`config.mk`:
```
export PLATFORM = sky130hd
export DESIGN_NAME = playback_sequencer
export DESIGN_NICKNAME = d
export VERILOG_FILES = /design/src/rtl/playback_sequencer.sv
export SDC_FILE = /design/constraint.sdc
export NUM_CORES = 1
export LEC_CHECK = 0
export ABC_CLOCK_PERIOD_IN_PS = 13500
export CAP_MARGIN = 20
export CORE_ASPECT_RATIO = 1.25
export CORE_MARGIN = 2
export CORE_UTILIZATION = 60
export CTS_CLUSTER_DIAMETER = 150
export CTS_CLUSTER_SIZE = 20
export DETAILED_ROUTE_END_ITERATION = 16
export PLACE_DENSITY = 0.85
export SKIP_CTS_REPAIR_TIMING = 1
export SLEW_MARGIN = 25
export SYNTH_ARGS = -nofsm -noshare
export SYNTH_HDL_FRONTEND = slang
export SYNTH_SLANG_ARGS = --single-unit
```
`constraint.sdc`:
```
create_clock -name clk -period 13.5 [get_ports clk]
set_input_delay 2.7 -clock clk [delete_from_list [all_inputs] [get_ports clk]]
set_output_delay 2.7 -clock clk [all_outputs]
set_load 0.1 [all_outputs]
```
`src/rtl/playback_sequencer.sv`:
```
// Transport controller: play/pause, song index and per-frame gain ramps on the PCM stream.
// Build option AUTO_ADVANCE_EN: end of song moves on to the next song instead of re-arming the current one.
module playback_sequencer #(
  parameter int NUM_SONGS = 4,
  parameter int SONG_BITS = 2,
  parameter int GAIN_BITS = 5,
  parameter int FADE_STEP = 1
) (
  input  logic                 clk,
  input  logic                 reset,
  input  logic                 play_pulse,
  input  logic                 next_pulse,
  input  logic                 song_done,
  input  logic                 new_frame,
  input  logic [15:0]          sample_in,
  output logic [15:0]          sample_out,
  output logic                 player_enable,
  output logic                 player_restart,
  output logic [SONG_BITS-1:0] song_led,
  output logic                 play_led,
  output logic                 busy
);

  localparam int GW = GAIN_BITS + 1;
  localparam int PW = 16 + GAIN_BITS + 2;
  localparam logic [GW-1:0]        GAIN_MAX  = GW'(1 << GAIN_BITS);
  localparam logic [GW-1:0]        STEP      = GW'(FADE_STEP);
  localparam logic [SONG_BITS-1:0] LAST_SONG = SONG_BITS'(NUM_SONGS - 1);

  typedef enum logic [2:0] {
    S_PAUSED   = 3'd0,
    S_FADE_IN  = 3'd1,
    S_PLAYING  = 3'd2,
    S_FADE_OUT = 3'd3,
    S_SWITCH   = 3'd4
  } state_e;

  // T_REARM: pause after the fade and reload the current song from its start.
  typedef enum logic [1:0] {
    T_PAUSE = 2'd0,
    T_NEXT  = 2'd1,
    T_REARM = 2'd2
  } target_e;

  state_e               state_q, state_d;
  target_e              target_q, target_d;
  logic [SONG_BITS-1:0] song_idx_q, song_idx_d;
  logic [GW-1:0]        gain_q, gain_d;
  logic [15:0]          sample_out_q, sample_out_d;
  logic                 player_enable_q, player_enable_d;
  logic                 player_restart_q, player_restart_d;
  logic                 play_led_q, play_led_d;
  logic                 busy_q, busy_d;

  logic [GW-1:0]        gain_up_s, gain_dn_s, gain_fo_s;
  logic [SONG_BITS-1:0] song_inc_s;
  logic signed [PW-1:0] samp_ext_s, gain_ext_s;

  // Next-state, next-gain and registered-output computation.
  always_comb begin
    state_d          = state_q;
    target_d         = target_q;
    song_idx_d       = song_idx_q;
    gain_d           = gain_q;
    play_led_d       = play_led_q;
    player_restart_d = 1'b0;

    gain_up_s  = (gain_q >= (GAIN_MAX - STEP)) ? GAIN_MAX : (gain_q + STEP);
    gain_dn_s  = (gain_q <= STEP) ? {GW{1'b0}} : (gain_q - STEP);
    gain_fo_s  = new_frame ? gain_dn_s : gain_q;
    song_inc_s = (song_idx_q == LAST_SONG) ? {SONG_BITS{1'b0}} : (song_idx_q + SONG_BITS'(1));
    samp_ext_s = {{(PW-16){sample_in[15]}}, sample_in};
    gain_ext_s = {{(PW-GW){1'b0}}, gain_q};

    case (state_q)
      S_PAUSED: begin
        gain_d = {GW{1'b0}};
        if (next_pulse) begin
          song_idx_d       = song_inc_s;
          player_restart_d = 1'b1;
        end else if (play_pulse) begin
          state_d    = S_FADE_IN;
          play_led_d = 1'b1;
        end else begin
          state_d = S_PAUSED;
        end
      end
      S_FADE_IN, S_PLAYING: begin
        if (state_q == S_PLAYING) begin
          gain_d = GAIN_MAX;
        end else begin
          gain_d = new_frame ? gain_up_s : gain_q;
        end
        if (next_pulse) begin
          state_d  = S_FADE_OUT;
          target_d = T_NEXT;
        end else if (song_done) begin
          state_d = S_FADE_OUT;
`ifdef AUTO_ADVANCE_EN
          target_d = T_NEXT;
`else
          target_d   = T_REARM;
          play_led_d = 1'b0;
`endif
        end else if (play_pulse) begin
          state_d    = S_FADE_OUT;
          target_d   = T_PAUSE;
          play_led_d = 1'b0;
        end else if ((state_q == S_FADE_IN) && new_frame && (gain_up_s == GAIN_MAX)) begin
          state_d = S_PLAYING;
        end else begin
          state_d = state_q;
        end
      end
      S_FADE_OUT: begin
        gain_d = gain_fo_s;
        if (play_pulse && (target_q == T_NEXT)) begin
          target_d   = T_PAUSE;
          play_led_d = 1'b0;
        end else begin
          target_d = target_q;
        end
        // The song advances on entry to SWITCH so index and restart are visible while in it.
        if (gain_fo_s == {GW{1'b0}}) begin
          if (target_d == T_NEXT) begin
            state_d          = S_SWITCH;
            song_idx_d       = song_inc_s;
            player_restart_d = 1'b1;
          end else begin
            state_d          = S_PAUSED;
            player_restart_d = (target_d == T_REARM);
          end
        end else begin
          state_d = S_FADE_OUT;
        end
      end
      S_SWITCH: begin
        state_d = S_FADE_IN;
      end
      default: begin
        state_d = S_PAUSED;
        gain_d  = {GW{1'b0}};
      end
    endcase

    player_enable_d = (state_d != S_PAUSED);
    busy_d          = (state_d == S_FADE_IN) || (state_d == S_FADE_OUT) || (state_d == S_SWITCH);

    if (new_frame) begin
      sample_out_d = (state_q == S_PAUSED) ? 16'h0000
                                           : 16'((samp_ext_s * gain_ext_s) >>> GAIN_BITS);
    end else begin
      sample_out_d = sample_out_q;
    end
  end

  // State and output registers with synchronous reset.
  always_ff @(posedge clk) begin
    if (reset) begin
      state_q          <= S_PAUSED;
      target_q         <= T_PAUSE;
      song_idx_q       <= {SONG_BITS{1'b0}};
      gain_q           <= {GW{1'b0}};
      sample_out_q     <= 16'h0000;
      player_enable_q  <= 1'b0;
      player_restart_q <= 1'b0;
      play_led_q       <= 1'b0;
      busy_q           <= 1'b0;
    end else begin
      state_q          <= state_d;
      target_q         <= target_d;
      song_idx_q       <= song_idx_d;
      gain_q           <= gain_d;
      sample_out_q     <= sample_out_d;
      player_enable_q  <= player_enable_d;
      player_restart_q <= player_restart_d;
      play_led_q       <= play_led_d;
      busy_q           <= busy_d;
    end
  end

  assign sample_out     = sample_out_q;
  assign player_enable  = player_enable_q;
  assign player_restart = player_restart_q;
  assign song_led       = song_idx_q;
  assign play_led       = play_led_q;
  assign busy           = busy_q;

endmodule

```
==> impl_metrics.py, run 1 <==
metrics = {
    "grt": {
        "grt_pass1_wl_um": 18900,
        "antenna_found_initial": 0,
        "grtUsageTotal_pct": 25.5,
        "overflow": 0,
        "grt_max_degree": 28,
        "grt_pass1_vias": 4118,
    },
    "sta": {
        "layout_min_cycle_time_ns": 7.30,
        "hold_violations": 0,
        "setup_ws_ns": 6.20,
        "setup_viol": 0,
        "report.final.slew_viol_count": 0,
        "maxSlewHeadroom_pct": 34.1,
        "finClkSkew_ns": 0.00812,
        "fin_setup_tns_ns": 0,
        "tightestPinTransition_ns": 0.986,
        "fin_crit_sh_pct": 54.0,
        "max_freq_mhz": 137,
        "rsz0062_at_grt": "false",
    },
    "critical_path": {
        "cp.arrival_ns": 7.48,
        "end_kind": "flip-flop",
        "cp_max_fo": 6,
        "cp-start-kind": "input pin",
        "r2r_slack_ns": 8.29,
        "r2r_cells": 15,
        "reg2reg_from": "gain_q[3]",
        "crit-reg2reg-capture": "sample_out[14]",
        "cp.required_ns": 13.69,
        "crit_type": "input pin to flip-flop",
    },
    "place": {
        "port_buffers": 43,
        "gp_congestion": 0.994,
        "dp.final_hpwl_um": 8520,
        "post-place-ws_ns": 5.93,
    },
    "min_path": {
        "hp-start": "play_led",
        "hold_depth": 2,
        "worstHoldEndpoint": "play_led",
        "worstHoldPathType": "flip-flop to flip-flop",
    },
    "synthesis": {
        "synthXorXnorAreaFrac_pct": 4.31,
        "synth-seq-area-share_pct": 13.5,
        "async_flop_share_pct": 0,
        "netlist_area_um2": 4880,
        "ys_warn_count": 0,
        "synth_edf_count": 0,
        "synth_seq_cells": 33,
        "synth-main-ff-cell": "dfxtp_1",
        "yosysUniqueCellTypes": 57,
        "synth_mux_area_share_pct": 0.205,
        "syn_area_per_cell_um2": 8.59,
        "synth_fp_nets": 695,
        "syn_inst": 568,
        "synth-simple-area-share_pct": 22.6,
        "synth-compound-area-share_pct": 14.4,
        "synth_adder_area_share_pct": 36.3,
        "synth_top_family_by_area": "adder cells",
    },
    "cts": {
        "cts_sinks": 33,
        "cts_max_level": 2,
        "cts_tree": "done",
        "root_buffer": "clkbuf_8",
        "cts_buffers": 5,
        "clk_latency_ns": 0.29,
        "clk_transition_reported_paths_ns": 0.07,
        "clock_path_buffers": 2,
    },
    "die": {
        "core_um2": 7840,
        "initial_core_util_pct": 62.3,
        "fp.dieW_um": 84.7,
        "num_rows": 36,
        "die_h_um": 105,
        "dieArea_um2": 8870,
        "ioPinCount": 44,
    },
    "drt": {
        "wl_per_cell_um": 15.4,
        "vias": 4027,
        "drt_wl_total_um": 10700,
        "drt_iter0_drc": 214,
        "drt_pass1_iterations": 5,
        "viasPerCell": 5.81,
        "ant_nets": 0,
        "drc": 0,
    },
    "flow_run": {
        "maxCapViolCount": 0,
    },
    "power_and_ir_drop": {
        "power.density_nw_per_um2": 55.4,
        "leakage_uw": 0.00267,
        "ir_drop_mv": 0.0675,
    },
    "layout": {
        "diodes": 0,
        "area_growth_pct": 11.4,
        "drive_above_1_share_pct": 4.18,
        "nNetsFinal": 724,
    },
    "run_status": {
        "status": "finished clean",
    },
}
==> cell type report <==
type                            count  area, µm²
Multi-Input combinational cell    429       3790
Sequential cell                    33        661
Timing Repair Buffer               46        453
Clock inverter                      1       5.00
Inverter                           82        308
Fill cell                         649       2400
Tap cell                           95        119
Clock buffer                        7       96.3
==> per-layer routing <==
metal	track usage [%]	wire length [µm]
met1	32.7	4400
met2	46.7	5770
met3	2.76	397
met4	3.85	119
met5	0	0
==> synthesized netlist by cell type (all sizes together), types with 2 or more instances <==
library cell	n	share of area, %
nand4	3	0.38
o21ai	12	1.2
ha	44	11
fa	61	25
nand3	7	0.72
o211ai	2	0.31
nor2	25	1.9
a21oi	30	3.1
a41o	2	0.44
or3	4	0.51
a31oi	4	0.51
nor2b	8	1.0
nor4	2	0.38
and2	81	10
o22ai	3	0.38
nand2	44	3.4
o31ai	6	1.1
a22oi	6	0.92
a21o	8	1.2
xor2	7	1.3
or2	2	0.26
o21a	3	0.46
nor3	9	1.1
nand2b	5	0.64
and4	3	0.54
a221oi	2	0.62
clkbuf	18	1.4
dfxtp	33	14
xnor2	17	3.1
inv	82	6.3
buf	6	1.0
a211oi	2	0.41
a22o	12	2.2
==> metrics by stage <==
step           power [µW]  hold slack, ns  util (%)  cell area [µm²]  cells
2_1_floorplan         191           0.463         -             4880    568
3_3_place_gp          217           0.445      68.1             5340    685
3_5_place_dp          221           0.453      68.1             5340    685
4_1_cts               302           0.463      69.4             5440    693
5_1_grt               318           0.490      69.4             5440    693
6_report              301           0.457      69.4             5440    693
==> worst max-delay path: stages <==
cell and delay (ns):
clkdlybuf4s50_1 0.51, and2_1 0.23, fa_1 0.56, fa_1 0.45, fa_1 0.57, inv_1 0.06
fa_1 0.52, inv_1 0.04, ha_1 0.39, and4_1 0.32, nand2_1 0.11, a21o_1 0.17
a31oi_1 0.34, a31oi_1 0.17, xnor2_1 0.15, a22o_1 0.19
==> sequential cells by signal, summed over array words and instances, names as in the netlist, 2 cells and up <==
signal      flops
sample_out     16
gain_q          6
state_q         3
song_led        2
target_q        2
==> worst max path at each step <==
stage | from | to | slack, ns | cells past startpoint
after floorplan | sample_in[10] | sample_out[15] | 6.79 | 15
after global placement | sample_in[9] | sample_out[14] | 6.03 | 16
after detailed placement | sample_in[9] | sample_out[14] | 5.93 | 16
after CTS | sample_in[9] | sample_out[14] | 6.23 | 16
after global routing | sample_in[9] | sample_out[14] | 5.91 | 16
final | sample_in[9] | sample_out[14] | 6.20 | 16
==> power breakdown <==
part / switching, µW / internal (µW) / leakage, µW / total [µW]
Combinational: 69.8 / 38.8 / 0.00235 / 109
Clock: 36.3 / 46.1 / 0.0000542 / 82.3
Sequential: 7.39 / 103 / 0.000268 / 110
Total: 113 / 188 / 0.00267 / 301
==> cells by family after synthesis <==
family | after synthesis
simple gates | 199
xor+xnor | 24
compound gates | 100
flops | 33
buf+inv | 106
fa+ha+maj | 105
mux | 1
==> cells in the final DEF (no fill, tap or decap), types with 3 or more instances in the layout <==
master	synthesis	layout
a21o_1	8	8
a21oi_1	30	30
a22o_1	12	12
a22oi_1	6	6
a31oi_1	4	4
and2_1	79	79
and4_1	3	3
buf_4	0	3
clkbuf_8	0	7
clkdlybuf4s50_1	0	43
dfxtp_1	33	33
fa_1	61	61
ha_1	44	44
inv_1	81	81
nand2_1	44	44
nand2b_1	5	5
nand3_1	7	7
nand4_1	3	3
nor2_1	25	25
nor2b_1	8	8
nor3_1	7	7
o21a_1	3	3
o21ai_0	6	6
o21ai_1	6	6
o22ai_1	3	3
o31ai_1	4	4
or3_1	4	4
xnor2_1	17	17
xor2_1	7	7
No activity file was read; power rests on OpenSTA's default activity.
==> run 2: changes to the inputs <==
--- a/config.mk
+++ b/config.mk
@@ -5,15 +5,15 @@
 export SDC_FILE = /design/constraint.sdc
 export NUM_CORES = 1
 export LEC_CHECK = 0
-export ABC_CLOCK_PERIOD_IN_PS = 13500
+export ABC_CLOCK_PERIOD_IN_PS = 6500
 export CAP_MARGIN = 20
 export CORE_ASPECT_RATIO = 1.25
 export CORE_MARGIN = 2
-export CORE_UTILIZATION = 60
+export CORE_UTILIZATION = 54
 export CTS_CLUSTER_DIAMETER = 150
 export CTS_CLUSTER_SIZE = 20
 export DETAILED_ROUTE_END_ITERATION = 16
-export PLACE_DENSITY = 0.85
+export PLACE_DENSITY = 0.81
 export SKIP_CTS_REPAIR_TIMING = 1
 export SLEW_MARGIN = 25
 export SYNTH_ARGS = -nofsm -noshare
==> constraint.sdc (replaced) <==
create_clock -name clk -period 6.5 [get_ports clk]
set_input_delay 1.3 -clock clk [delete_from_list [all_inputs] [get_ports clk]]
set_output_delay 1.3 -clock clk [all_outputs]
set_load 0.1 [all_outputs]
==> run 2 against run 1 <==
Critical path type unchanged. Design area up 1.1%. Power up 120%. Cell count is 3.9% higher. Largest power group unchanged. Non-clock buffer count is 2 higher.
==> impl_metrics.py, run 2 (same netlist as run 1, synthesis figures left out) <==
metrics = {
    "min_path": {
        "worstHoldPathType": "flip-flop to flip-flop",
    },
    "cts": {
        "clk_transition_reported_paths_ns": 0.08,
        "cts_sinks": 33,
        "clk_latency_ns": 0.30,
        "root_buffer": "clkbuf_8",
        "cts_max_level": 2,
        "cts_tree": "done",
        "cts_buffers": 5,
        "clock_path_buffers": 2,
    },
    "grt": {
        "grtUsageTotal_pct": 24.7,
        "overflow": 0,
        "grt_max_degree": 28,
        "antenna_found_initial": 0,
        "grt_pass1_wl_um": 19100,
        "grt_pass1_vias": 4233,
    },
    "sta": {
        "finClkSkew_ns": 0.0102,
        "tightestPinTransition_ns": 0.988,
        "maxSlewHeadroom_pct": 34.0,
        "setup_viol": 0,
        "setup_ws_ns": 0.623,
        "report.final.slew_viol_count": 0,
        "layout_min_cycle_time_ns": 5.88,
        "hold_violations": 0,
        "rsz0062_at_grt": "false",
        "fin_crit_sh_pct": 90.4,
        "fin_setup_tns_ns": 0,
        "max_freq_mhz": 170,
    },
    "power_and_ir_drop": {
        "ir_drop_mv": 0.0907,
        "intPower_uw": 409,
        "pwr-share-seq_pct": 35.0,
        "power.density_nw_per_um2": 119,
        "pwr-share-comb_pct": 34.8,
        "p_sw_share_pct": 37.5,
        "leakage_uw": 0.00268,
        "p_clk_share_pct": 30.2,
        "p_sw_uw": 245,
    },
    "drt": {
        "drt_pass1_iterations": 5,
        "drc": 0,
        "drt_wl_total_um": 11200,
        "drt_iter0_drc": 171,
        "viasPerCell": 5.66,
        "ant_nets": 0,
        "wl_per_cell_um": 15.6,
        "vias": 4074,
    },
    "die": {
        "dieArea_um2": 9820,
        "fp.dieW_um": 89.0,
        "core_um2": 8750,
        "initial_core_util_pct": 55.8,
        "die_h_um": 110,
        "ioPinCount": 44,
        "num_rows": 38,
    },
    "layout": {
        "final_common_cell": "inv_1",
        "largest_reg_flops": 16,
        "nNetsFinal": 726,
        "drive_above_1_share_pct": 4.50,
        "area.sequential_um2": 661,
        "fill_cells": 763,
        "diodes": 0,
        "final_cell_mix": "81 x inv_1, 79 x and2_1, 61 x fa_1",
        "area_growth_pct": 12.6,
        "multi_input_area_um2": 3790,
    },
    "critical_path": {
        "cp_max_fo": 6,
        "end_kind": "flip-flop",
        "cp-start-kind": "input pin",
        "cp.arrival_ns": 6.07,
        "crit_type": "input pin to flip-flop",
        "cp.required_ns": 6.69,
    },
    "run_status": {
        "status": "finished clean",
    },
    "flow_run": {
        "maxCapViolCount": 0,
    },
    "place": {
        "post-place-ws_ns": 0.279,
        "gp_congestion": 0.904,
        "port_buffers": 43,
        "dp.final_hpwl_um": 8790,
    },
}
-- run 2: changes by cell type in the layout (fill, tap and decap cells not counted) --
| cell | delta |
|---|---|
| buf_4 | +2 |
| clkinv_2 | -1 |
| bufinv_16 | +1 |
| clkinv_4 | +1 |
| clkinvlp_4 | +1 |
| clkbuf_8 | -2 |
-- run 2: layout make-up --
type | instances | share of cell area (%)
Tap cell | 120 | 2.73
Sequential cell | 33 | 12.0
Timing Repair Buffer | 48 | 8.51
Inverter | 82 | 5.60
Clock buffer | 5 | 1.25
Multi-Input combinational cell | 429 | 69.0
Clock inverter | 3 | 0.842
-- run 2: power by group through the flow --
stage	Sequential, µW	Combinational, µW	Clock, µW
floorplan	274	123	0
global placement	233	219	0
detailed placement	233	226	0
CTS	229	227	199
global route	232	249	212
finish	229	227	198
-- run 2: metrics by stage --
stage | instance area [µm²] | hold slack, ns | cells | util [%] | power (µW)
final | 5500 | 0.479 | 720 | 62.8 | 654
after global routing | 5500 | 0.510 | 720 | 62.8 | 692
after CTS | 5500 | 0.472 | 720 | 62.8 | 655
after detailed placement | 5380 | 0.453 | 712 | 61.5 | 459
after global placement | 5380 | 0.447 | 712 | 61.5 | 452
after floorplan | 4880 | 0.463 | 568 | - | 397
-- run 2: critical path, cell delays in order --
cell	delay, ns
clkdlybuf4s50_1	0.51
and2_1	0.23
fa_1	0.56
fa_1	0.45
fa_1	0.55
inv_1	0.05
fa_1	0.52
inv_1	0.04
ha_1	0.37
and4_1	0.31
nand2_1	0.10
a21o_1	0.16
a31oi_1	0.38
a31oi_1	0.18
xnor2_1	0.15
a22o_1	0.19
-- run 2: path summary, 6_finish.rpt --
path               endpoint  slack (ns)  depth (start not counted)           from
max          sample_out[14]        0.62                         16  sample_in[10]
min                play_led        0.48                          2       play_led
max reg2reg  sample_out[14]        1.47                         16      gain_q[3]
min reg2reg        play_led        0.48                          2       play_led
-- run 2: metal layers --
metal | GRT usage, % | wire length, µm | up-vias
met1 | 31.7 | 4660 | 2005
met2 | 42.9 | 5860 | 110
li1 | - | - | 1929
met5 | 0 | 0 | -
met4 | 8.85 | 324 | 0
met3 | 2.61 | 363 | 30
==> run 3: changes to the inputs <==
--- a/config.mk
+++ b/config.mk
@@ -14,6 +14,7 @@
 export CTS_CLUSTER_SIZE = 20
 export DETAILED_ROUTE_END_ITERATION = 16
 export PLACE_DENSITY = 0.81
+export REMOVE_ABC_BUFFERS = 1
 export SKIP_CTS_REPAIR_TIMING = 1
 export SLEW_MARGIN = 25
 export SYNTH_ARGS = -nofsm -noshare
==> run 3 against run 2 <==
Non-clock buffer count down 3. Sequential share of layout area up 0.11 points. Critical endpoint unchanged. First-iteration DRC count up 40%. Via count down 1.8%. Critical path depth unchanged. Die area unchanged. Flip-flop and latch count unchanged. Wire length down 3.8%. Largest power group unchanged. Combinational power about the same. Cell count down 0.42%. Worst hold slack worse by 0.026 ns.
==> impl_metrics.py, run 3 (same netlist as run 1, synthesis figures left out) <==
metrics = {
    "die": {
        "dieArea_um2": 9820,
        "ioPinCount": 44,
        "core_um2": 8750,
        "fp.dieW_um": 89.0,
        "die_h_um": 110,
        "initial_core_util_pct": 55.8,
        "num_rows": 38,
    },
    "critical_path": {
        "end_kind": "flip-flop",
        "crit_type": "input pin to flip-flop",
        "cp-start-kind": "input pin",
        "r2r_cells": 15,
        "cp.required_ns": 6.68,
        "cp_max_fo": 6,
        "cp.arrival_ns": 6.11,
    },
    "drt": {
        "wl_per_cell_um": 15.0,
        "ant_nets": 0,
        "drt_pass1_iterations": 7,
        "drt_iter0_drc": 240,
        "viasPerCell": 5.58,
        "drt_wl_total_um": 10800,
        "vias": 4001,
        "drc": 0,
    },
    "sta": {
        "setup_viol": 0,
        "layout_min_cycle_time_ns": 5.93,
        "finClkSkew_ns": 0.00433,
        "report.final.slew_viol_count": 0,
        "fin_crit_sh_pct": 91.2,
        "maxSlewHeadroom_pct": 33.5,
        "hold_violations": 0,
        "fin_setup_tns_ns": 0,
        "setup_ws_ns": 0.571,
        "rsz0062_at_grt": "false",
        "max_freq_mhz": 169,
        "tightestPinTransition_ns": 0.995,
    },
    "grt": {
        "grt_pass1_vias": 4238,
        "grt_pass1_wl_um": 18900,
        "antenna_found_initial": 0,
        "grtUsageTotal_pct": 24.4,
        "grt_max_degree": 27,
        "overflow": 0,
    },
    "cts": {
        "cts_sinks": 33,
        "cts_max_level": 2,
        "clk_latency_ns": 0.28,
        "root_buffer": "clkbuf_8",
        "clk_transition_reported_paths_ns": 0.07,
        "clock_path_buffers": 2,
        "cts_buffers": 5,
        "cts_tree": "done",
    },
    "layout": {
        "final_area_um2": 5450,
        "final_common_cell": "inv_1",
        "nNetsFinal": 723,
        "fill_cells": 785,
        "drive_above_1_share_pct": 4.02,
        "final_cell_mix": "81 x inv_1, 79 x and2_1, 61 x fa_1",
        "diodes": 0,
        "area_growth_pct": 11.6,
        "largest_reg_flops": 16,
    },
    "power_and_ir_drop": {
        "power.density_nw_per_um2": 111,
        "leakage_uw": 0.00266,
        "ir_drop_mv": 0.0943,
    },
    "place": {
        "place_area_um2": 5360,
        "port_buffers": 43,
        "post-place-ws_ns": 0.296,
        "gp_congestion": 0.929,
        "dp.final_hpwl_um": 8520,
    },
    "min_path": {
        "hold_depth": 2,
        "worstHoldPathType": "flip-flop to flip-flop",
    },
    "run_status": {
        "status": "finished clean",
    },
    "flow_run": {
        "maxCapViolCount": 0,
    },
}
run 3: changes by cell type in the layout (fill, tap and decap cells not counted), sizes merged:
cell and delta:
buf -3, clkinv +1, bufinv -1
run 3: layout make-up:
| class | instances | area [µm²] | area share, % |
|---|---|---|---|
| tap | 120 | 150 | 2.76 |
| sequential | 33 | 661 | 12.1 |
| clock inverter | 3 | 17.5 | 0.322 |
| clock buffer | 5 | 68.8 | 1.26 |
| timing repair buffer | 45 | 445 | 8.18 |
| multi-input combinational | 429 | 3790 | 69.7 |
| inverter | 82 | 308 | 5.65 |
run 3: path summary, 6_finish.rpt:
| kind | from | to | slack (ns) |
|---|---|---|---|
| max | sample_in[9] | sample_out[14] | 0.57 |
| min | play_led | play_led | 0.45 |
| max reg2reg | gain_q[3] | sample_out[14] | 1.25 |
| min reg2reg | play_led | play_led | 0.45 |
run 3: through the flow:
step	hold WS, ns	utilization [%]	cells	power [µW]
final	0.453	62.2	717	606
after global routing	0.474	62.2	717	644
after CTS	0.454	62.2	717	608
after detailed placement	0.445	61.3	709	458
after global placement	0.440	61.3	709	452
after floorplan	0.457	-	544	391
run 3: worst max-delay path, cell delays in order:
cell	delay [ns]
clkdlybuf4s50_1	0.54
and2_1	0.25
fa_1	0.55
fa_1	0.44
fa_1	0.55
inv_1	0.06
fa_1	0.53
inv_1	0.05
ha_1	0.39
and4_1	0.31
nand2_1	0.11
a21o_1	0.18
a31oi_1	0.34
a31oi_1	0.16
xnor2_1	0.15
a22o_1	0.19
run 3: metal layers:
| metal | up-vias | wire length [µm] | global-route usage [%] |
|---|---|---|---|
| met5 | - | 0 | 0 |
| met4 | 0 | 235 | 6.29 |
| met3 | 22 | 453 | 2.68 |
| met2 | 109 | 5650 | 44.5 |
| met1 | 1950 | 4440 | 30.5 |
| li1 | 1920 | - | - |
run 3: report_power, final:
part           switching (µW)  internal (µW)
logic                     145           81.0
registers                16.0            213
clock network            76.6           73.8
total                     237            368
